## src/rtl/sar_pkg.sv

```systemverilog
// Shared types and helpers for the successive-approximation controller.
package sar_pkg;

  typedef enum logic [1:0] {
    IDLE = 2'd0,
    CONV = 2'd1,
    DONE = 2'd2
  } sar_state_t;

  // Width of the bit-index counter; at least one bit so the counter
  // always exists even for the smallest legal code width.
  function automatic int sar_idx_w(input int width);
    return (width > 2) ? $clog2(width) : 1;
  endfunction

endpackage

```

## src/rtl/sar_ctrl.sv

```systemverilog
// Successive-approximation sequencer driving an external magnitude
// comparator. One code bit is resolved per step, MSB first.
// Optional build macro SAR_SETTLE_EN: each bit takes a SETTLE cycle
// (flags ignored) followed by a DECIDE cycle (flags sampled), for a
// registered DAC or comparator in the loop.
module sar_ctrl
  import sar_pkg::*;
#(
  parameter int WIDTH = 4
) (
  input  logic             clk,
  input  logic             rst,
  input  logic             start,
  input  logic             cmp_gt,
  input  logic             cmp_eq,
  output logic [WIDTH-1:0] trial,
  output logic             busy,
  output logic             done,
  output logic [WIDTH-1:0] result
);

  localparam int IW = sar_idx_w(WIDTH);

  localparam logic [WIDTH-1:0] TRIAL_MSB = {1'b1, {(WIDTH-1){1'b0}}};
  localparam logic [IW-1:0]    IDX_MSB   = IW'(WIDTH-1);

  sar_state_t        state;
  logic [IW-1:0]     idx;
  logic              keep;
  logic              decide;
  logic [WIDTH-1:0]  trial_step;

  // a >= trial; both flags high is simply a keep
  assign keep = cmp_gt | cmp_eq;

`ifdef SAR_SETTLE_EN
  // Low during the SETTLE half of a bit, high during DECIDE
  logic settle;
  assign decide = settle;
`else
  assign decide = 1'b1;
`endif

  // Trial after resolving bit idx and, if any bits remain, probing the next one
  always_comb begin
    trial_step      = trial;
    trial_step[idx] = keep;
    if (idx != '0)
      trial_step[idx - 1'b1] = 1'b1;
  end

  // Sequencer FSM with registered outputs
  always_ff @(posedge clk) begin
    if (rst) begin
      state  <= IDLE;
      idx    <= '0;
      trial  <= '0;
      busy   <= 1'b0;
      done   <= 1'b0;
      result <= '0;
`ifdef SAR_SETTLE_EN
      settle <= 1'b0;
`endif
    end else begin
      case (state)
        IDLE: begin
          done <= 1'b0;
          if (start) begin
            state <= CONV;
            trial <= TRIAL_MSB;
            idx   <= IDX_MSB;
            busy  <= 1'b1;
`ifdef SAR_SETTLE_EN
            settle <= 1'b0;
`endif
          end
        end
        CONV: begin
`ifdef SAR_SETTLE_EN
          settle <= ~settle;
`endif
          if (decide) begin
            if (idx != '0) begin
              trial <= trial_step;
              idx   <= idx - 1'b1;
            end else begin
              result <= trial_step;
              trial  <= '0;
              done   <= 1'b1;
              state  <= DONE;
            end
          end
        end
        DONE: begin
          done  <= 1'b0;
          busy  <= 1'b0;
          state <= IDLE;
        end
        default: begin
          state <= IDLE;
          trial <= '0;
          busy  <= 1'b0;
          done  <= 1'b0;
        end
      endcase
    end
  end

endmodule

```

## config.mk

```make
export PLATFORM = sky130hd
export DESIGN_NAME = sar_ctrl
export DESIGN_NICKNAME = d
export VERILOG_FILES = /design/src/rtl/sar_pkg.sv /design/src/rtl/sar_ctrl.sv
export SDC_FILE = /design/constraint.sdc
export NUM_CORES = 1
export LEC_CHECK = 0
export ABC_CLOCK_PERIOD_IN_PS = 2000
export BUFFER_PORTS_ARGS = -buffer_cell sky130_fd_sc_hd__buf_4
export CORE_AREA = 2 2 41 43
export CTS_CLUSTER_SIZE = 14
export DETAILED_ROUTE_END_ITERATION = 8
export DIE_AREA = 0 0 43 45
export GPL_TIMING_DRIVEN = 0
export PLACE_DENSITY_LB_ADDON = 0.25
export SYNTH_ARGS = -nofsm -noshare
export SYNTH_HDL_FRONTEND = slang
export SYNTH_SLANG_ARGS = --single-unit
```

## constraint.sdc

```tcl
create_clock -name clk -period 2 [get_ports clk]
set_clock_uncertainty 0.1 [all_clocks]
set_input_delay 0.2 -clock clk [delete_from_list [all_inputs] [get_ports clk]]
set_output_delay 0.2 -clock clk [all_outputs]
set_load 0.02 [all_outputs]
```

==> impl_metrics.json, run 1 <==
{
  "grt_overflow": 0,
  "cts_tree": "done",
  "r2r_slack_ps": 150,
  "p_leak_nw": 0.366,
  "worst_slew_pin_slew_ps": 490,
  "timing.rr.start": "idx[0]",
  "r2r_cells": 5,
  "routed_wl_um": 1390,
  "synth_edf_count": 0,
  "place_area_um2": 833,
  "path_clk_slew_ps": 90,
  "crit_type": "reg -> reg",
  "die_height_um": 45,
  "synth_ff_type": "dfxtp_1",
  "routedWlPerCell_um": 12.8,
  "setup_violations": 0,
  "critPathBufInv": 1,
  "fp.dieW_um": 43,
  "cts_setup_buffers": 0,
  "ir_worst_vdd_v": 0.000449,
  "cts_sinks": 14,
  "n_antenna_cell": 0,
  "cts_max_level": 1,
  "postRouteAntennaNets": 0,
  "synth_cells": 75,
  "dp_cells": 105,
  "fin_hold_ws_ps": 133,
  "grt_max_degree": 11,
  "core_um2": 1470,
  "end_kind": "flip-flop",
  "min_period_over_period_pct": 92.3,
  "hold_path.class": "in -> reg",
  "final_cells": 109,
  "numCtsBuffers": 3,
  "startpoint_type": "flip-flop",
  "dr.pass1.iters": 4,
  "maxSlewHeadroom_pct": 67.3,
  "via_count": 578,
  "port_buffers": 14,
  "cp.required_ps": 2110,
  "worstHoldEndpoint": "state[0]",
  "worstHoldStart": "start",
  "cp_max_fo": 9,
  "seq_area_frac_synth_pct": 39.6,
  "avgSynthCellArea_um2": 9.44,
  "grt_pass1_vias": 519,
  "final_common_cell": "buf_4",
  "ys_seq_elements": 14,
  "synth_cell_types": 34,
  "syn_area_um2": 708,
  "num_rows": 14,
  "antenna_found_initial": 0,
  "vias_per_cell": 5.30,
  "maxSlewViolCount": 0,
  "root_buffer": "clkbuf_4",
  "r2r-end": "trial[2]",
  "hold_path_depth": 3,
  "drv_cap": 0,
  "clockBufferDepth": 2,
  "power.total_w": 0.000701,
  "initial_core_util_pct": 48.1,
  "crit_arrival_ps": 1950,
  "clkLatencyLatePin_ps": 290,
  "fin_setup_tns_ps": 0,
  "max_stage_delay_ps": 570,
  "slowest_stage": "or4b_4",
  "fmax_mhz": 542,
  "mostFrequentLayoutCells": "buf_4 (15), dfxtp_1 (12), nor2_1 (11), a21oi_1 (5), ha_1 (5)",
  "nets": 104,
  "area_growth_pct": 23.1,
  "io_pins": 15,
  "powerDensity_nw_per_um2": 804,
  "gp_congestion": 0.725,
  "drt_iter0_markers": 11,
  "die-area_um2": 1940,
  "cp_cell_sequence": "inv_1, ha_1, or4b_4, o32ai_2, o2bb2ai_1",
  "final_area_um2": 872,
  "status": "finished, final reports clean",
  "async_flop_share_pct": 0,
  "drc": 0,
  "rsz0062_at_grt": "no",
  "syn-num-nets": 85,
  "yosys_warnings": 0,
  "track_usage_pct": 16.7,
  "cp_top_family": "simple AND/OR/NAND/NOR gates",
  "hold_viol": 0,
  "dp_hpwl_um": 1020,
  "grt_pass1_wl_um": 2330,
  "drive_gt1_share_pct": 31.2,
  "min_period_ps": 1850
}
==> state kept, by name, summed over array words and instances (netlist names) <==
name    cells
busy        1
done        1
idx         2
result      4
state       2
trial       4
==> Yosys cell counts, drive strengths merged, types with 3 or more instances <==
cell   number  area [µm²]
nor2       11        41.3
inv         3        11.3
a21oi       5        25.0
ha          5        62.6
nor3        3        15.0
dfxtp      14         280
==> worst max path at each step <==
stage / cells after the start / slack, ps / endpoint / from
2_1_floorplan: 5 / 270 / trial[2] / idx[0]
3_3_place_gp: 5 / 130 / trial[2] / idx[0]
6_report: 5 / 150 / trial[2] / idx[0]
4_1_cts: 5 / 40 / trial[2] / idx[0]
5_1_grt: 5 / 50 / trial[2] / idx[0]
3_5_place_dp: 5 / 70 / trial[2] / idx[0]
==> kinds of logic (layout without fill, tap and decap cells) <==
kind of cell	after synthesis	after routing	synth area share, %
muxes	2	2	3.00
AOI/OAI and AO/OA	21	21	23.0
buffers and inverters	5	23	3.18
adders and majority gates	5	5	8.83
and+or+nand+nor	28	28	22.4
DFF	14	14	39.6
==> stage by stage <==
stage	util [%]	setup slack [ps]
2_1_floorplan	-	270
3_3_place_gp	56.6	127
3_5_place_dp	56.6	69.1
4_1_cts	59.1	39.9
5_1_grt	59.3	52.1
6_report	59.3	154
==> timing repair <==
| action | in CTS | in global routing |
|---|---|---|
| setup endpoints to repair | 0 | 1 |
| hold buffers | 0 | 0 |
| gates resized for setup | 0 | 2 |
| endpoints found under the hold margin | 0 | 0 |
==> metal layers <==
layer  wire [µm]  global-route usage (%)
met5           0                       0
met4          27                    9.09
met3          73                    3.60
met2         599                    23.0
met1         690                    24.2
==> where the power goes <==
| group | leakage, nW | switching, W | total (W) | internal (W) |
|---|---|---|---|---|
| registers | 0.115 | 0.0000226 | 0.000324 | 0.000301 |
| logic | 0.230 | 0.0000868 | 0.000168 | 0.0000808 |
| clock network | 0.0210 | 0.0000986 | 0.000210 | 0.000111 |
| total | 0.366 | 0.000208 | 0.000701 | 0.000493 |
==> tightest hold or removal path: cells and delay by family <==
kind | cells | cell delay [ps]
AO/OA/AOI/OAI | 1 | 60
buffers and inverters | 1 | 100
AND/OR/NAND/NOR | 1 | 110
==> layout make-up <==
class                           instances  area (µm²)
Buffer                                  2        11.3
Tap cell                               16        20.0
Inverter                                3        11.3
Fill cell                             145         599
Clock buffer                            4        36.3
Multi-Input combinational cell         56         405
Sequential cell                        14         283
Timing Repair Buffer                   14         105
No activity file was read; power rests on OpenSTA's default activity.
==> run 2: changes to the inputs <==
--- a/config.mk
+++ b/config.mk
@@ -7,10 +7,12 @@
 export LEC_CHECK = 0
 export ABC_CLOCK_PERIOD_IN_PS = 2000
 export BUFFER_PORTS_ARGS = -buffer_cell sky130_fd_sc_hd__buf_4
-export CORE_AREA = 2 2 41 43
+export CELL_PAD_IN_SITES_DETAIL_PLACEMENT = 1
+export CELL_PAD_IN_SITES_GLOBAL_PLACEMENT = 2
+export CORE_AREA = 2 2 51 53
 export CTS_CLUSTER_SIZE = 14
 export DETAILED_ROUTE_END_ITERATION = 8
-export DIE_AREA = 0 0 43 45
+export DIE_AREA = 0 0 53 55
 export GPL_TIMING_DRIVEN = 0
 export PLACE_DENSITY_LB_ADDON = 0.25
 export SYNTH_ARGS = -nofsm -noshare
==> run 2 against run 1 <==
Net effect: cell count rose by 12%; clock power fell by 23%; register-to-register slack barely moved; critical endpoint unchanged; first-iteration DRC count fell by 45%; largest cell class unchanged; worst hold slack improved by 9.9 ps; global-route usage fell by 2.8 points; wire length rose by 20%; maximum frequency rose by 0.77%; utilization fell by 22 points.
==> impl_metrics.json, run 2 (synthesis results as in run 1) <==
{
  "pwr-share-clk_pct": 24.7,
  "n_antenna_cell": 0,
  "powerDensity_nw_per_um2": 751,
  "swShare_pct": 31.3,
  "die-area_um2": 2920,
  "cts_setup_buffers": 0,
  "hold_path.class": "in -> reg",
  "setup_violations": 0,
  "via_count": 591,
  "track_usage_pct": 13.9,
  "routedWlPerCell_um": 13.7,
  "fin_hold_ws_ps": 143,
  "p_int_w": 0.000452,
  "io_pins": 15,
  "area_growth_pct": 23.7,
  "maxSlewHeadroom_pct": 67.4,
  "numCtsBuffers": 3,
  "fp.dieW_um": 53,
  "cts_sinks": 14,
  "initial_core_util_pct": 29.9,
  "clockBufferDepth": 2,
  "die_height_um": 55,
  "pwr-share-seq_pct": 49.4,
  "cts_tree": "done",
  "min_period_over_period_pct": 91.6,
  "cp.required_ps": 2100,
  "end_kind": "flip-flop",
  "largestRegisters": "result x4, trial x4",
  "crit_arrival_ps": 1930,
  "final_area_um2": 876,
  "grt_pass1_vias": 612,
  "fin_ws_ps": 168,
  "hold_viol": 0,
  "drc": 0,
  "ir_worst_vdd_v": 0.000288,
  "gp_congestion": 0.743,
  "postRouteAntennaNets": 0,
  "seq_area_um2": 283,
  "startpoint_type": "flip-flop",
  "rsz0062_at_grt": "no",
  "place_area_um2": 851,
  "mostFrequentLayoutCells": "buf_4 (15), dfxtp_1 (12), nor2_1 (11), a21oi_1 (5), ha_1 (5)",
  "dr.pass1.iters": 4,
  "multi_input_area_um2": 405,
  "vias_per_cell": 4.84,
  "drt_iter0_markers": 6,
  "crit_type": "reg -> reg",
  "grt_overflow": 0,
  "dp_hpwl_um": 1260,
  "port_buffers": 14,
  "fin_setup_tns_ps": 0,
  "path_clk_slew_ps": 90,
  "p_comb_share_pct": 25.9,
  "place_ws_ps": 78.7,
  "num_rows": 18,
  "antenna_found_initial": 0,
  "nets": 104,
  "core_um2": 2360,
  "drv_cap": 0,
  "final_common_cell": "buf_4",
  "final.fill_count": 297,
  "cts_max_level": 1,
  "root_buffer": "clkbuf_4",
  "grt_max_degree": 11,
  "p_leak_nw": 0.359,
  "fmax_mhz": 546,
  "drive_gt1_share_pct": 30.4,
  "clkLatencyLatePin_ps": 280,
  "grt_pass1_wl_um": 2890,
  "p_sw_w": 0.000206,
  "maxSlewViolCount": 0,
  "status": "finished, final reports clean",
  "routed_wl_um": 1670,
  "worst_slew_pin_slew_ps": 489,
  "cp_max_fo": 9,
  "min_period_ps": 1830
}
[run 2: changes by cell type in the layout (fill, tap and decap cells not counted), sizes merged]
cell / change
clkbuf: -1
[run 2: area by class of cell]
type                            count  area share (%)
Multi-Input combinational cell     56            46.3
Sequential cell                    14            32.3
Timing Repair Buffer               14            12.0
Tap cell                           30            4.29
Clock buffer                        3            2.57
Buffer                              2            1.29
Inverter                            3            1.29
[run 2: metal layers]
| metal | part of all wire [%] | vias up | GRT usage, % |
|---|---|---|---|
| li1 | - | 307 | - |
| met3 | 3.1 | 2 | 3.23 |
| met1 | 48 | 276 | 17.0 |
| met4 | 0.90 | 0 | 6.41 |
| met5 | 0 | - | 0 |
| met2 | 48 | 6 | 23.3 |
[run 2: critical path, stage by stage (launching register included)]
cell and delay [ps]:
dfxtp_2 430, inv_1 80, ha_1 300, or4b_4 570, o32ai_2 130, o2bb2ai_1 140
[run 2: final timing paths]
path             start         to  slack, ps  cells after the start
min reg2reg  result[2]  result[2]        360                      2
max             idx[0]   trial[2]        170                      5
min              start       busy        140                      3
max reg2reg     idx[0]   trial[2]        170                      5
[run 2: repair_timing]
action                     CTS  global route
hold buffers                 0             0
setup endpoints to repair    0             1
resized for setup            0             2
hold endpoints to repair     0             0
[run 2: stage by stage]
step	utilization, %	power, W	cells
4_1_cts	36.9	0.000673	122
3_5_place_dp	36.0	0.000503	119
3_3_place_gp	36.0	0.000500	119
2_1_floorplan	-	0.000445	75
5_1_grt	37.0	0.000709	122
6_report	37.0	0.000658	122
[run 2: power groups by stage]
stage,combinational [W],sequential [W],clock [W]
after floorplan,0.000105,0.000340,0
after global placement,0.000171,0.000330,0
after detailed placement,0.000173,0.000331,0
after CTS,0.000174,0.000324,0.000174
after global routing,0.000192,0.000330,0.000188
final,0.000171,0.000325,0.000162
==> run 3: changes to the inputs <==
--- a/config.mk
+++ b/config.mk
@@ -7,14 +7,14 @@
 export LEC_CHECK = 0
 export ABC_CLOCK_PERIOD_IN_PS = 2000
 export BUFFER_PORTS_ARGS = -buffer_cell sky130_fd_sc_hd__buf_4
-export CELL_PAD_IN_SITES_DETAIL_PLACEMENT = 1
+export CELL_PAD_IN_SITES_DETAIL_PLACEMENT = 0
 export CELL_PAD_IN_SITES_GLOBAL_PLACEMENT = 2
 export CORE_AREA = 2 2 51 53
 export CTS_CLUSTER_SIZE = 14
 export DETAILED_ROUTE_END_ITERATION = 8
 export DIE_AREA = 0 0 53 55
 export GPL_TIMING_DRIVEN = 0
-export PLACE_DENSITY_LB_ADDON = 0.25
+export PLACE_DENSITY_LB_ADDON = 0.1
 export SYNTH_ARGS = -nofsm -noshare
 export SYNTH_HDL_FRONTEND = slang
 export SYNTH_SLANG_ARGS = --single-unit
==> run 3 against run 2 <==
Net effect: wire length decreased by 7.6%; clock-buffer cell count grew 1; die area did not move; utilization is 0.53 points higher; critical path depth unchanged; sequential cell count stayed put; register-to-register slack got worse by 80 ps; sequential share of layout area is 0.60 points lower; maximum frequency down 4.1%; largest cell class unchanged; largest power group unchanged; highest routed layer unchanged.
==> impl_metrics.json, run 3 (synthesis results as in run 1) <==
{
  "rsz0062_at_grt": "no",
  "p_leak_nw": 0.366,
  "drt-met1-wl_um": 815,
  "grt_pass1_vias": 524,
  "via_count": 594,
  "setup_violations": 0,
  "startpoint_type": "flip-flop",
  "clkLatencyLatePin_ps": 280,
  "routedWlPerCell_um": 12.5,
  "worst_slew_pin_slew_ps": 482,
  "fin_ws_ps": 90.2,
  "cp_top_family": "simple AND/OR/NAND/NOR gates",
  "cts_max_level": 1,
  "clockBufferDepth": 2,
  "dr.pass1.iters": 4,
  "path_clk_slew_ps": 90,
  "num_rows": 18,
  "mostFrequentLayoutCells": "buf_4 (15), dfxtp_1 (13), nor2_1 (11), a21oi_1 (5), ha_1 (5)",
  "postRouteAntennaNets": 0,
  "dr_wl_met2_um": 626,
  "drc": 0,
  "antenna_found_initial": 0,
  "crit_type": "reg -> reg",
  "fmax_mhz": 524,
  "cp_max_fo": 8,
  "dp_cells": 119,
  "fp.dieW_um": 53,
  "crit_arrival_ps": 2030,
  "die-area_um2": 2920,
  "hold_path.class": "in -> reg",
  "ir_worst_vdd_v": 0.000438,
  "cts_tree": "done",
  "maxSlewViolCount": 0,
  "grt_max_degree": 11,
  "final_common_cell": "buf_4",
  "slowest_stage": "or4b_4",
  "min_period_ps": 1910,
  "nets": 104,
  "min_period_over_period_pct": 95.5,
  "largestRegisters": "result x4, trial x4",
  "initial_core_util_pct": 29.9,
  "grt_pass1_wl_um": 2460,
  "core_um2": 2360,
  "drive_gt1_share_pct": 30.1,
  "place_ws_ps": 84.0,
  "fin_setup_tns_ps": 0,
  "gp_congestion": 0.700,
  "final.fill_count": 264,
  "track_usage_pct": 12.0,
  "vias_per_cell": 4.83,
  "area_growth_pct": 25.4,
  "drt_iter0_markers": 4,
  "die_height_um": 55,
  "post-route-util_pct": 37.6,
  "met3WireLength_um": 83,
  "hold_viol": 0,
  "cp_cell_sequence": "inv_1, ha_1, or4b_4, o32ai_2, o2bb2ai_1",
  "n_antenna_cell": 0,
  "maxSlewHeadroom_pct": 67.8,
  "port_buffers": 14,
  "root_buffer": "clkbuf_4",
  "cts-hold-fix-buffers": 0,
  "io_pins": 15,
  "grt_overflow": 0,
  "end_kind": "flip-flop",
  "final_cells": 123,
  "drv_cap": 0,
  "powerDensity_nw_per_um2": 793,
  "critPathBufInv": 1,
  "cts_sinks": 14,
  "max_stage_delay_ps": 570,
  "top_layer": "met4",
  "dp_hpwl_um": 1130,
  "routed_wl_um": 1540,
  "numCtsBuffers": 3,
  "cp.required_ps": 2120,
  "status": "finished, final reports clean"
}
[run 3: final cells by class]
class                      count  area, µm²  share of cell area, %
tap                           30       37.5                   4.23
multi-input combinational     56        405                   45.6
inverter                       3       11.3                   1.27
sequential                    14        282                   31.7
timing repair buffer          14        105                   11.8
buffer                         2       11.3                   1.27
clock buffer                   4       36.3                   4.08
[run 3: final timing paths]
path | slack [ps] | depth (start not counted) | start | endpoint
hold reg to reg | 360 | 2 | result[2] | result[2]
setup reg to reg | 90 | 5 | idx[1] | trial[2]
setup / recovery | 90 | 5 | idx[1] | trial[2]
hold / removal | 130 | 3 | start | state[0]
[run 3: stage by stage]
step,instance area [µm²],hold WS (ps),total power [W]
2_1_floorplan,708,289,0.000445
6_report,888,131,0.000704
4_1_cts,887,123,0.000713
3_3_place_gp,851,342,0.000502
3_5_place_dp,851,347,0.000501
5_1_grt,888,134,0.000743
[run 3: what timing repair did]
action / CTS / global route
buffers inserted: 0 / 0
gates resized for setup: 0 / 1
endpoints found under the setup margin: 0 / 1
[run 3: power by group]
part	internal [W]	total (W)	switching [W]
logic	0.0000807	0.000168	0.0000874
clock network	0.000111	0.000212	0.000101
registers	0.000301	0.000324	0.0000237
total	0.000492	0.000704	0.000212
[run 3: tightest hold or removal path, cell delays in order]
cell     delay, ps
buf_4          100
a21oi_1         60
nor3_1         110
[run 3: layer usage]
layer	vias to the layer above	global-route usage (%)
li1	311	-
met1	268	16.7
met2	13	17.3
met3	2	2.42
met4	0	6.41
met5	-	0
